File: src/rtl/seg_scan_ctrl_pkg.sv
// Shared constants for the segment scanner: active-low 7-segment codes
// (bit0 = a ... bit6 = g) and the scan FSM state type.
package seg_pkg;

    localparam logic [6:0] SEG_0 = 7'h40;
    localparam logic [6:0] SEG_1 = 7'h79;
    localparam logic [6:0] SEG_2 = 7'h24;
    localparam logic [6:0] SEG_3 = 7'h30;
    localparam logic [6:0] SEG_4 = 7'h19;
    localparam logic [6:0] SEG_5 = 7'h12;
    localparam logic [6:0] SEG_6 = 7'h02;
    localparam logic [6:0] SEG_7 = 7'h78;
    localparam logic [6:0] SEG_8 = 7'h00;
    localparam logic [6:0] SEG_9 = 7'h10;
    localparam logic [6:0] SEG_A = 7'h08;
    localparam logic [6:0] SEG_B = 7'h03;
    localparam logic [6:0] SEG_C = 7'h46;
    localparam logic [6:0] SEG_D = 7'h21;
    localparam logic [6:0] SEG_E = 7'h06;
    localparam logic [6:0] SEG_F = 7'h0E;

    typedef enum logic [1:0] {
        IDLE    = 2'd0,
        SETTLE  = 2'd1,
        CHECK   = 2'd2,
        PRESENT = 2'd3
    } scan_state_t;

endpackage

File: src/rtl/seg_scan_ctrl_if.sv
// Scan-side and value-side signals of the segment scanner.
// master = the scan controller, slave = display source / value consumer.
interface seg_scan_if #(parameter int NDIG = 4);

    logic              en;
    logic [6:0]        seg_n;
    logic [NDIG-1:0]   dig_en;
    logic [4*NDIG-1:0] val;
    logic              val_valid;
    logic              val_ready;
    logic              frame_err;

    modport master (
        input  en, seg_n, val_ready,
        output dig_en, val, val_valid, frame_err
    );

    modport slave (
        output en, seg_n, val_ready,
        input  dig_en, val, val_valid, frame_err
    );

endinterface

File: src/rtl/seg_scan_ctrl_seg7_hex_dec.sv
// Active-low 7-segment pattern to hex nibble; unknown patterns flag bad
// and decode to 0.
module seg7_hex_dec
    import seg_pkg::*;
(
    input  logic [6:0] seg_n,
    output logic [3:0] nibble,
    output logic       bad
);

    // table lookup of the sixteen legal glyphs
    always_comb begin
        nibble = 4'h0;
        bad    = 1'b0;
        case (seg_n)
            SEG_0:   nibble = 4'h0;
            SEG_1:   nibble = 4'h1;
            SEG_2:   nibble = 4'h2;
            SEG_3:   nibble = 4'h3;
            SEG_4:   nibble = 4'h4;
            SEG_5:   nibble = 4'h5;
            SEG_6:   nibble = 4'h6;
            SEG_7:   nibble = 4'h7;
            SEG_8:   nibble = 4'h8;
            SEG_9:   nibble = 4'h9;
            SEG_A:   nibble = 4'hA;
            SEG_B:   nibble = 4'hB;
            SEG_C:   nibble = 4'hC;
            SEG_D:   nibble = 4'hD;
            SEG_E:   nibble = 4'hE;
            SEG_F:   nibble = 4'hF;
            default: bad    = 1'b1;
        endcase
    end

endmodule

File: src/rtl/seg_scan_ctrl.sv
// Multiplexed 7-segment scanner: enables one digit at a time, samples its
// pattern at the end of the dwell, and presents a debounced multi-digit value.
//
// state   | meaning
// IDLE    | scanning disabled, no digit enabled
// SETTLE  | digit idx enabled, sampled on the last dwell cycle
// CHECK   | one cycle: judge the completed frame, update stability count
// PRESENT | val held on val_valid until accepted; scan paused
module seg_scan_ctrl
    import seg_pkg::*;
#(
    parameter int NDIG   = 4,
    parameter int DWELL  = 8,
    parameter int STABLE = 2
)(
    input  logic      clk,
    input  logic      rst,
    seg_scan_if.master bus
);

    localparam int IDX_W = (NDIG > 1) ? $clog2(NDIG) : 1;
    localparam int DW_W  = $clog2(DWELL);
    localparam int ST_W  = $clog2(STABLE + 1);

    localparam logic [IDX_W-1:0] IDX_LAST = IDX_W'(NDIG - 1);
    localparam logic [DW_W-1:0]  DW_LAST  = DW_W'(DWELL - 1);
    localparam logic [ST_W-1:0]  ST_MAX   = ST_W'(STABLE);

    scan_state_t       state, state_nxt;
    logic [IDX_W-1:0]  idx;
    logic [DW_W-1:0]   dwell;
    logic [ST_W-1:0]   stable_cnt, stable_nxt;
    logic [4*NDIG-1:0] frame, prev_frame, last_val, val_q;
    logic [NDIG-1:0]   frame_bad;
    logic              presented;
    logic [3:0]        nibble;
    logic              bad;
    logic              sample, present_go, accept;

    seg7_hex_dec u_dec (
        .seg_n  (bus.seg_n),
        .nibble (nibble),
        .bad    (bad)
    );

    assign sample = (state == SETTLE) && (dwell == DW_LAST);
    assign accept = (state == PRESENT) && bus.val_ready;

    // stability count the current frame would produce if judged now
    always_comb begin
        stable_nxt = ST_W'(1);
        if (|frame_bad)
            stable_nxt = '0;
        else if (frame == prev_frame)
            stable_nxt = (stable_cnt == ST_MAX) ? ST_MAX : stable_cnt + 1'b1;
    end

    // a repeat of the last presented value is suppressed
    assign present_go = (stable_nxt == ST_MAX) && (!presented || (frame != last_val));

    // state register
    always_ff @(posedge clk or posedge rst) begin
        if (rst)
            state <= IDLE;
        else
            state <= state_nxt;
    end

    // next-state logic
    always_comb begin
        state_nxt = state;
        case (state)
            IDLE:    if (bus.en) state_nxt = SETTLE;
            SETTLE:  if (!bus.en)
                         state_nxt = IDLE;
                     else if (sample && (idx == IDX_LAST))
                         state_nxt = CHECK;
            CHECK:   if (!bus.en)
                         state_nxt = IDLE;
                     else if (present_go)
                         state_nxt = PRESENT;
                     else
                         state_nxt = SETTLE;
            PRESENT: if (accept) state_nxt = bus.en ? SETTLE : IDLE;
            default: state_nxt = IDLE;
        endcase
    end

    // scan counters, frame capture and presentation bookkeeping
    always_ff @(posedge clk or posedge rst) begin
        if (rst) begin
            idx        <= '0;
            dwell      <= '0;
            stable_cnt <= '0;
            frame      <= '0;
            frame_bad  <= '0;
            prev_frame <= '0;
            last_val   <= '0;
            val_q      <= '0;
            presented  <= 1'b0;
        end else begin
            if ((state == SETTLE) && bus.en) begin
                if (sample) begin
                    dwell <= '0;
                    idx   <= (idx == IDX_LAST) ? '0 : idx + 1'b1;
                end else begin
                    dwell <= dwell + 1'b1;
                end
            end else begin
                dwell <= '0;
                idx   <= '0;
            end

            if (sample) begin
                frame[4*idx +: 4] <= nibble;
                frame_bad[idx]    <= bad;
            end

            if ((state == SETTLE) && !bus.en) begin
                stable_cnt <= '0;
                presented  <= 1'b0;
            end

            if (state == CHECK) begin
                prev_frame <= frame;
                if (!bus.en) begin
                    stable_cnt <= '0;
                    presented  <= 1'b0;
                end else begin
                    stable_cnt <= stable_nxt;
                    if (present_go)
                        val_q <= frame;
                end
            end

            if (accept) begin
                last_val  <= val_q;
                presented <= 1'b1;
            end
        end
    end

    // state-decoded outputs
    always_comb begin
        bus.dig_en    = '0;
        bus.frame_err = 1'b0;
        bus.val_valid = 1'b0;
        case (state)
            SETTLE:  bus.dig_en[idx] = 1'b1;
            CHECK:   bus.frame_err   = |frame_bad;
            PRESENT: bus.val_valid   = 1'b1;
            default: ;
        endcase
    end

    assign bus.val = val_q;

endmodule

File: src/flat_wrapper.sv
// flat-port wrapper written by rule: the top's interface ports become plain ports
module seg_scan_ctrl_flat import seg_pkg::*;
#(
    parameter int NDIG   = 4,
    parameter int DWELL  = 8,
    parameter int STABLE = 2
)
  (clk, rst, bus_en, bus_seg_n, bus_val_ready, bus_dig_en, bus_val, bus_val_valid, bus_frame_err);
  seg_scan_if #(.NDIG(NDIG)) bus_i ();
  input  logic clk;
  input  logic rst;
  input wire logic [$bits(bus_i.en)-1:0] bus_en;
  input wire logic [$bits(bus_i.seg_n)-1:0] bus_seg_n;
  input wire logic [$bits(bus_i.val_ready)-1:0] bus_val_ready;
  output wire logic [$bits(bus_i.dig_en)-1:0] bus_dig_en;
  output wire logic [$bits(bus_i.val)-1:0] bus_val;
  output wire logic [$bits(bus_i.val_valid)-1:0] bus_val_valid;
  output wire logic [$bits(bus_i.frame_err)-1:0] bus_frame_err;
  assign bus_i.en = bus_en;
  assign bus_i.seg_n = bus_seg_n;
  assign bus_i.val_ready = bus_val_ready;
  assign bus_dig_en = bus_i.dig_en;
  assign bus_val = bus_i.val;
  assign bus_val_valid = bus_i.val_valid;
  assign bus_frame_err = bus_i.frame_err;
  seg_scan_ctrl #(.NDIG(NDIG), .DWELL(DWELL), .STABLE(STABLE)) u_core (.clk(clk), .rst(rst), .bus(bus_i));
endmodule
File: config.mk
export PLATFORM = sky130hd
export DESIGN_NAME = seg_scan_ctrl_flat
export DESIGN_NICKNAME = d
export VERILOG_FILES = /design/src/rtl/seg_scan_ctrl_pkg.sv /design/src/rtl/seg_scan_ctrl_if.sv /design/src/rtl/seg_scan_ctrl_seg7_hex_dec.sv /design/src/rtl/seg_scan_ctrl.sv /design/src/flat_wrapper.sv
export SDC_FILE = /design/constraint.sdc
export NUM_CORES = 1
export LEC_CHECK = 0
export CORE_ASPECT_RATIO = 0.6
export CORE_MARGIN = 2
export CORE_UTILIZATION = 61
export DETAILED_ROUTE_END_ITERATION = 10
export MAX_ROUTING_LAYER = met4
export PLACE_DENSITY = 0.88
export RECOVER_POWER = 100
export SLEW_MARGIN = 0
export SYNTH_ARGS = -nofsm -noshare
export SYNTH_HDL_FRONTEND = slang
export SYNTH_SLANG_ARGS = --single-unit
File: constraint.sdc
create_clock -name clk -period 3.75 [get_ports clk]
set_input_delay 0.75 -clock clk [delete_from_list [all_inputs] [get_ports clk]]
set_output_delay 0.75 -clock clk [all_outputs]
set_load 0.005 [all_outputs]
## After elaboration in Yosys (flattened, before gate mapping)

Cells that the tools add are included.

| operators by class | value |
|---|---|
| magnitude comparators | 2 |
| div/mod/pow operators | 0 |
| bitwise operators | 0 |
| muxes and demuxes | 32 |
| shifts and indexed selects | 2 |
| add/subtract/negate cells | 4 |
| $mul | 0 |
| reductions and logical operators | 17 |
| equal/unequal tests | 28 |

Operators with widths:

| kind | number |
|---|---|
| $pmux 4 s15 | 1 |
| $neg 4->34 | 1 |
| $shift 4x34->16 const A | 1 |
| $shiftx 4x34->16 | 1 |
| $mux 2 | 15 |
| $eq 7x7->1 const B | 4 |
| $eq 7x5->1 const B | 3 |
| $eq 7x6->1 const B | 3 |
| $bwmux 16 | 1 |
| $eq 16x16->1 | 1 |
| $ne 16x16->1 | 1 |
| $reduce_or 16->1 | 1 |
| $eq 7x2->1 const B | 2 |
| $eq 7x4->1 const B | 2 |
| $eq 2x2->1 const B | 5 |
| $mux 1 | 9 |
| $pmux 2 s4 | 1 |
| $eq 7x3->1 const B | 1 |
| $logic_and 1x1->1 | 7 |
| $logic_not 7->1 | 1 |
| $mux 3 | 2 |
| $reduce_and 3->1 | 2 |
| $add 2x1->2 const B | 2 |
| $bwmux 4 | 1 |
| other kinds (15) | 17 |

| storage, ports and cells | value |
|---|---|
| latch bits | 0 |
| output and inout bits | 22 |
| bits of input ports | 11 |
| memories kept | 0 |
| ROM bits | 0 |
| register bits | 78 |
| word-level logic and storage cells | 95 |
| bits in writable memories | 0 |

## Logic depth before layout (Yosys ltp)

| depth | value |
|---|---|
| depth after elaboration | 9 |
| mapped depth | 7 |
| mapped depth without buffers | 6 |

## Modules after synthesis

A second synthesis with hierarchy kept.

| unflattened totals | value |
|---|---|
| cells, all modules | 353 |
| area total of the unflattened synthesis | 3923.8 um^2 |

By module, submodules not included:

| module | cells each | area each (um^2) | seq. area each (um^2) | instances |
|---|---|---|---|---|
| seg_scan_ctrl | 290 | 3542.1 | 1951.9 | 1 |
| seg7_hex_dec | 63 | 381.6 | 0.0 | 1 |

## Worst setup path before layout

OpenSTA, ideal clock, no wires.

| timing path | value |
|---|---|
| path kind | register to register |
| from | register u_core.frame[8] |
| to | register u_core.val_q[1] (netlist: u_core.bus.val[1]) |
| setup slack | 1554 ps |
| stages on the path, launching flop included | 7 |
| library setup time | 125 ps |
| period minus slack after synthesis | 2196 ps |
| arrival time | 2071 ps |
| required time | 3625 ps |
| path buffers | 1 |
| path through | dfrtp_1 > xor2_1 > nor4_2 > nand4_2 > a2111oi_4 > buf_6 > mux2_4 |

| on the way | value |
|---|---|
| cells in the longest elaborated chain, start to end | 6 |
| elaborated cells on any way between the ends | 8 |
| classes of those cells | eq/ne: 3; mux: 2; reduce/logical: 3 |

RTL lines:

| element | line | source |
|---|---|---|
| start: declaration | seg_scan_ctrl.sv:33 | `logic [4*NDIG-1:0] frame, prev_frame, last_val, val_q;` |
| start signal: indexed assignment | seg_scan_ctrl.sv:115 | `frame[4*idx +: 4] <= nibble;` |
| $eq 16x16->1 | seg_scan_ctrl.sv:54 | `else if (frame == prev_frame)` |
| $mux 2 | seg_scan_ctrl.sv:54 |  |
| $mux 2 | seg_scan_ctrl.sv:52 | `if (\|frame_bad)` |
| $eq 2x2->1 | seg_scan_ctrl.sv:59 | `assign present_go = (stable_nxt == ST_MAX) && (!presented \|\| (frame != last_val));` |
| $logic_and 1x1->1 * | seg_scan_ctrl.sv:59 |  |
| $reduce_and 3->1 (no source line) * | n/a |  |
| end signal: assignment | seg_scan_ctrl.sv:132 | `val_q <= frame;` |
| end: declaration | seg_scan_ctrl.sv:33 |  |

Mark *: on every way between the ends. The rest lies on a longest branch, timed or not.
A chain may end at the register's enable or synchronous reset.

## Worst setup path in the final report

| timing path | value |
|---|---|
| from | register u_core.frame[8] |
| to | register u_core.val_q[0] (netlist: u_core.bus.val[0]) |

Same word-level chain as after synthesis.

==> load_flow_metrics.sql <==
INSERT INTO impl_metrics (metric_group, metric, value, unit) VALUES
('cells_and_area', 'utilization', '0.726', ''),
('hold_path', 'hold_path_startpoint', 'u_core.dwell[0]$_DFF_PP0_', ''),
('floorplanning', 'pin_count', '33', ''),
('hold_path', 'worst_hold_path.endpoint', 'u_core.dwell[0]$_DFF_PP0_', ''),
('clock_tree', 'numCtsBuffers', '9', ''),
('place', 'place.detailed.hpwl', '5850', 'um'),
('clock_tree', 'cts_sinks', '78', ''),
('floorplanning', 'dieArea', '0.00713', 'mm^2'),
('routing', 'drtAntennaViolNets', '0', ''),
('floorplanning', 'die_w', '108', 'um'),
('clock_tree', 'cts.hold.buffers_added', '0', ''),
('cells_and_area', 'mostFrequentLayoutCell', 'sky130_fd_sc_hd__nand2_1', ''),
('sta', 'setup_total_negative_slack', '0', 'ns'),
('grt', 'number_of_antenna_violations_at_the_first_check_in_global_routing', '0', ''),
('pwr', 'totalPowerFinal', '1.59', 'mW'),
('place', 'gpl.final_weighted_congestion', '0.914', ''),
('cells_and_area', 'antenna_cells_inserted', '0', ''),
('floorplanning', 'initial_core_utilization', '0.638', ''),
('floorplanning', 'row_count', '22', ''),
('sta', 'maxSlewHeadroom', '0.0383', ''),
('synth', 'syn_inst', '375', ''),
('clock_tree', 'post_cts.resized_instances', '0', ''),
('synth', 'synth_largest_type_area_fraction', '0.496', ''),
('cells_and_area', 'fillerInstances', '448', ''),
('cells_and_area', 'post_route_cells_drive_above_1_share', '0.112', ''),
('synth', 'synthesis.area_per_instance', '10.5', 'um^2'),
('cells_and_area', 'area.growth.synth_to_final', '13.9', '%'),
('sta', 'worst-slew-pin-transition', '1.44', 'ns'),
('flow_run', 'cap_violations', '0', ''),
('clock_tree', 'tritoncts', 'yes', ''),
('worst_setup_path', 'worstSetupEndpointType', 'flip-flop', ''),
('synth', 'postSynth.asyncResetShare', '1.00', ''),
('synth', 'synth.largest_area_cell', 'sky130_fd_sc_hd__dfrtp_1', ''),
('routing', 'vias', '2843', ''),
('synth', 'synth-seq-area-share', '0.496', ''),
('pwr', 'power.ir.vdd_worst', '0.222', 'mV'),
('clock_tree', 'postCtsSetupBuffers', '0', ''),
('sta', 'timing.hold.ws', '0.447', 'ns'),
('place', 'numPortBuffers', '32', ''),
('worst_setup_path', 'rr_endpoint', 'u_core.bus.val[0]$_DFFE_PP0P_', ''),
('routing', 'route.detailed.drc', '0', ''),
('sta', 'min_period', '3.02', 'ns'),
('worst_setup_path', 'slowest_stage', 'sky130_fd_sc_hd__clkbuf_1', ''),
('routing', 'post_drt_wl_per_cell', '16.6', 'um'),
('synth', 'most_used_dff_post_synth', 'sky130_fd_sc_hd__dfrtp_1', ''),
('grt', 'pin_count_of_the_biggest_net_entering_global_routing', '38', ''),
('worst_setup_path', 'max_stage_delay', '0.87', 'ns'),
('sta', 'clock_skew', '0.00952', 'ns'),
('synth', 'total_number_of_yosys_warnings', '0', ''),
('sta', 'rsz0062_at_grt', 'no', ''),
('clock_tree', 'ctsLongestPathBuffers', '2', ''),
('synth', 'synth_enable_flop_cells', '0', ''),
('pwr', 'leakage', '2.11', 'nW'),
('synth', 'mappedNetlistArea', '0.00393', 'mm^2'),
('sta', 'endpoints_failing_hold', '0', ''),
('status', 'run_status', 'completed', ''),
('cells_and_area', 'mostFrequentLayoutCells', 'sky130_fd_sc_hd__nand2_1, sky130_fd_sc_hd__dfrtp_1, sky130_fd_sc_hd__o21ai_0', ''),
('hold_path', 'min-delay-path-class', 'reg -> reg', ''),
('grt', 'first_pass_grt_wire_length', '13800', 'um'),
('floorplanning', 'core', '0.00617', 'mm^2'),
('worst_setup_path', 'worstRegToRegCells', '6', ''),
('clock_tree', 'path_clk_slew', '0.08', 'ns'),
('cells_and_area', 'nNetsFinal', '428', ''),
('worst_setup_path', 'cp.arrival', '3.26', 'ns'),
('place', 'placedCellCount', '480', ''),
('synth', 'synth-seq-cells', '78', ''),
('synth', 'cell_types_with_the_largest_area_share_after_synthesis', 'sky130_fd_sc_hd__dfrtp_1, sky130_fd_sc_hd__nand2_1, sky130_fd_sc_hd__mux2_2', ''),
('worst_setup_path', 'critical_path.cell_chain', 'xor2_1 > nor4_1 > nand4_1 > a2111oi_4 > clkbuf_1 > mux2_2', ''),
('sta', 'slew_viol_final', '0', ''),
('routing', 'drt-vias-per-instance', '5.73', ''),
('worst_setup_path', 'reg2reg_slack', '0.73', 'ns');
==> synthesized netlist by cell type (all sizes together), types with 3 or more instances <==
cell type  number
buf             3
xnor2          12
nor4            6
nand2          84
clkbuf         12
dfrtp          78
and2            5
nor2           12
nand4           9
nor3            9
nor2b           4
mux2           32
o21ai          25
nand3b          3
ha             10
nand3           3
a21oi           3
inv             7
xor2           21
nand2b          6
a2111oi         3
==> worst max-delay path: cells and delay by family (launching register included) <==
kind | cells | cell delay [ns]
buf+inv | 1 | 0.87
xor+xnor | 1 | 0.18
simple gates | 2 | 0.63
flops | 1 | 0.46
compound gates | 1 | 0.33
mux | 1 | 0.42
==> stage by stage <==
step / area (um^2) / setup slack, ns
2_1_floorplan: 3930 / 1.00
3_3_place_gp: 4320 / 0.962
3_5_place_dp: 4320 / 0.863
4_1_cts: 4520 / 0.900
5_1_grt: 4480 / 0.575
6_report: 4480 / 0.733
==> sequential cells by signal (all words and copies together) (netlist names) <==
name / count
u_core.last_val: 16
u_core.idx: 2
u_core.presented: 1
u_core.frame_bad: 4
u_core.stable_cnt: 2
u_core.frame: 16
u_core.bus.val: 16
u_core.prev_frame: 16
u_core.state: 2
u_core.dwell: 3
==> per-layer routing <==
| layer | global-route usage | wire (um) |
|---|---|---|
| met4 | 0.0529 | 55 |
| met2 | 0.386 | 3700 |
| met1 | 0.372 | 3970 |
| met5 | - | 0 |
| met3 | 0.0956 | 512 |
==> how the worst max path moves through the flow <==
| stage | start | endpoint | slack [ns] |
|---|---|---|---|
| floorplan | rst | u_core.bus.val[0]$_DFFE_PP0P_ | 1.00 |
| global placement | bus_seg_n[0] | u_core.frame[10]$_DFFE_PP0P_ | 0.96 |
| detailed placement | bus_seg_n[0] | u_core.frame_bad[3]$_DFFE_PP0P_ | 0.86 |
| CTS | u_core.state[0]$_DFFE_PP0P_ | bus_frame_err | 0.90 |
| global route | u_core.frame[8]$_DFFE_PP0P_ | u_core.bus.val[12]$_DFFE_PP0P_ | 0.57 |
| finish | u_core.frame[8]$_DFFE_PP0P_ | u_core.bus.val[0]$_DFFE_PP0P_ | 0.73 |
==> report_power, final <==
| group | internal [mW] | switching, mW | leakage (nW) | total (mW) |
|---|---|---|---|---|
| Clock | 0.343 | 0.302 | 0.0996 | 0.645 |
| Combinational | 0.0306 | 0.0538 | 1.07 | 0.0845 |
| Sequential | 0.851 | 0.00795 | 0.945 | 0.859 |
| Total | 1.22 | 0.363 | 2.11 | 1.59 |
==> area by class of cell <==
cell class,instances,area (um^2),area share
repair buffers,36,347,0.0774
clock buffers,13,159,0.0355
inverters,7,26.3,0.00587
multi-input cells,275,1850,0.412
clock inverters,3,42.5,0.00950
well taps,84,105,0.0235
flip-flops and latches,78,1950,0.436
==> kinds of logic after synthesis <==
family	after synthesis	synth area share
mux	33	0.103
fa+ha+maj	10	0.0318
xor+xnor	33	0.0735
flops	78	0.496
buf+inv	22	0.0232
compound gates	44	0.0732
simple gates	155	0.199
No activity file was read; power rests on OpenSTA's default activity.
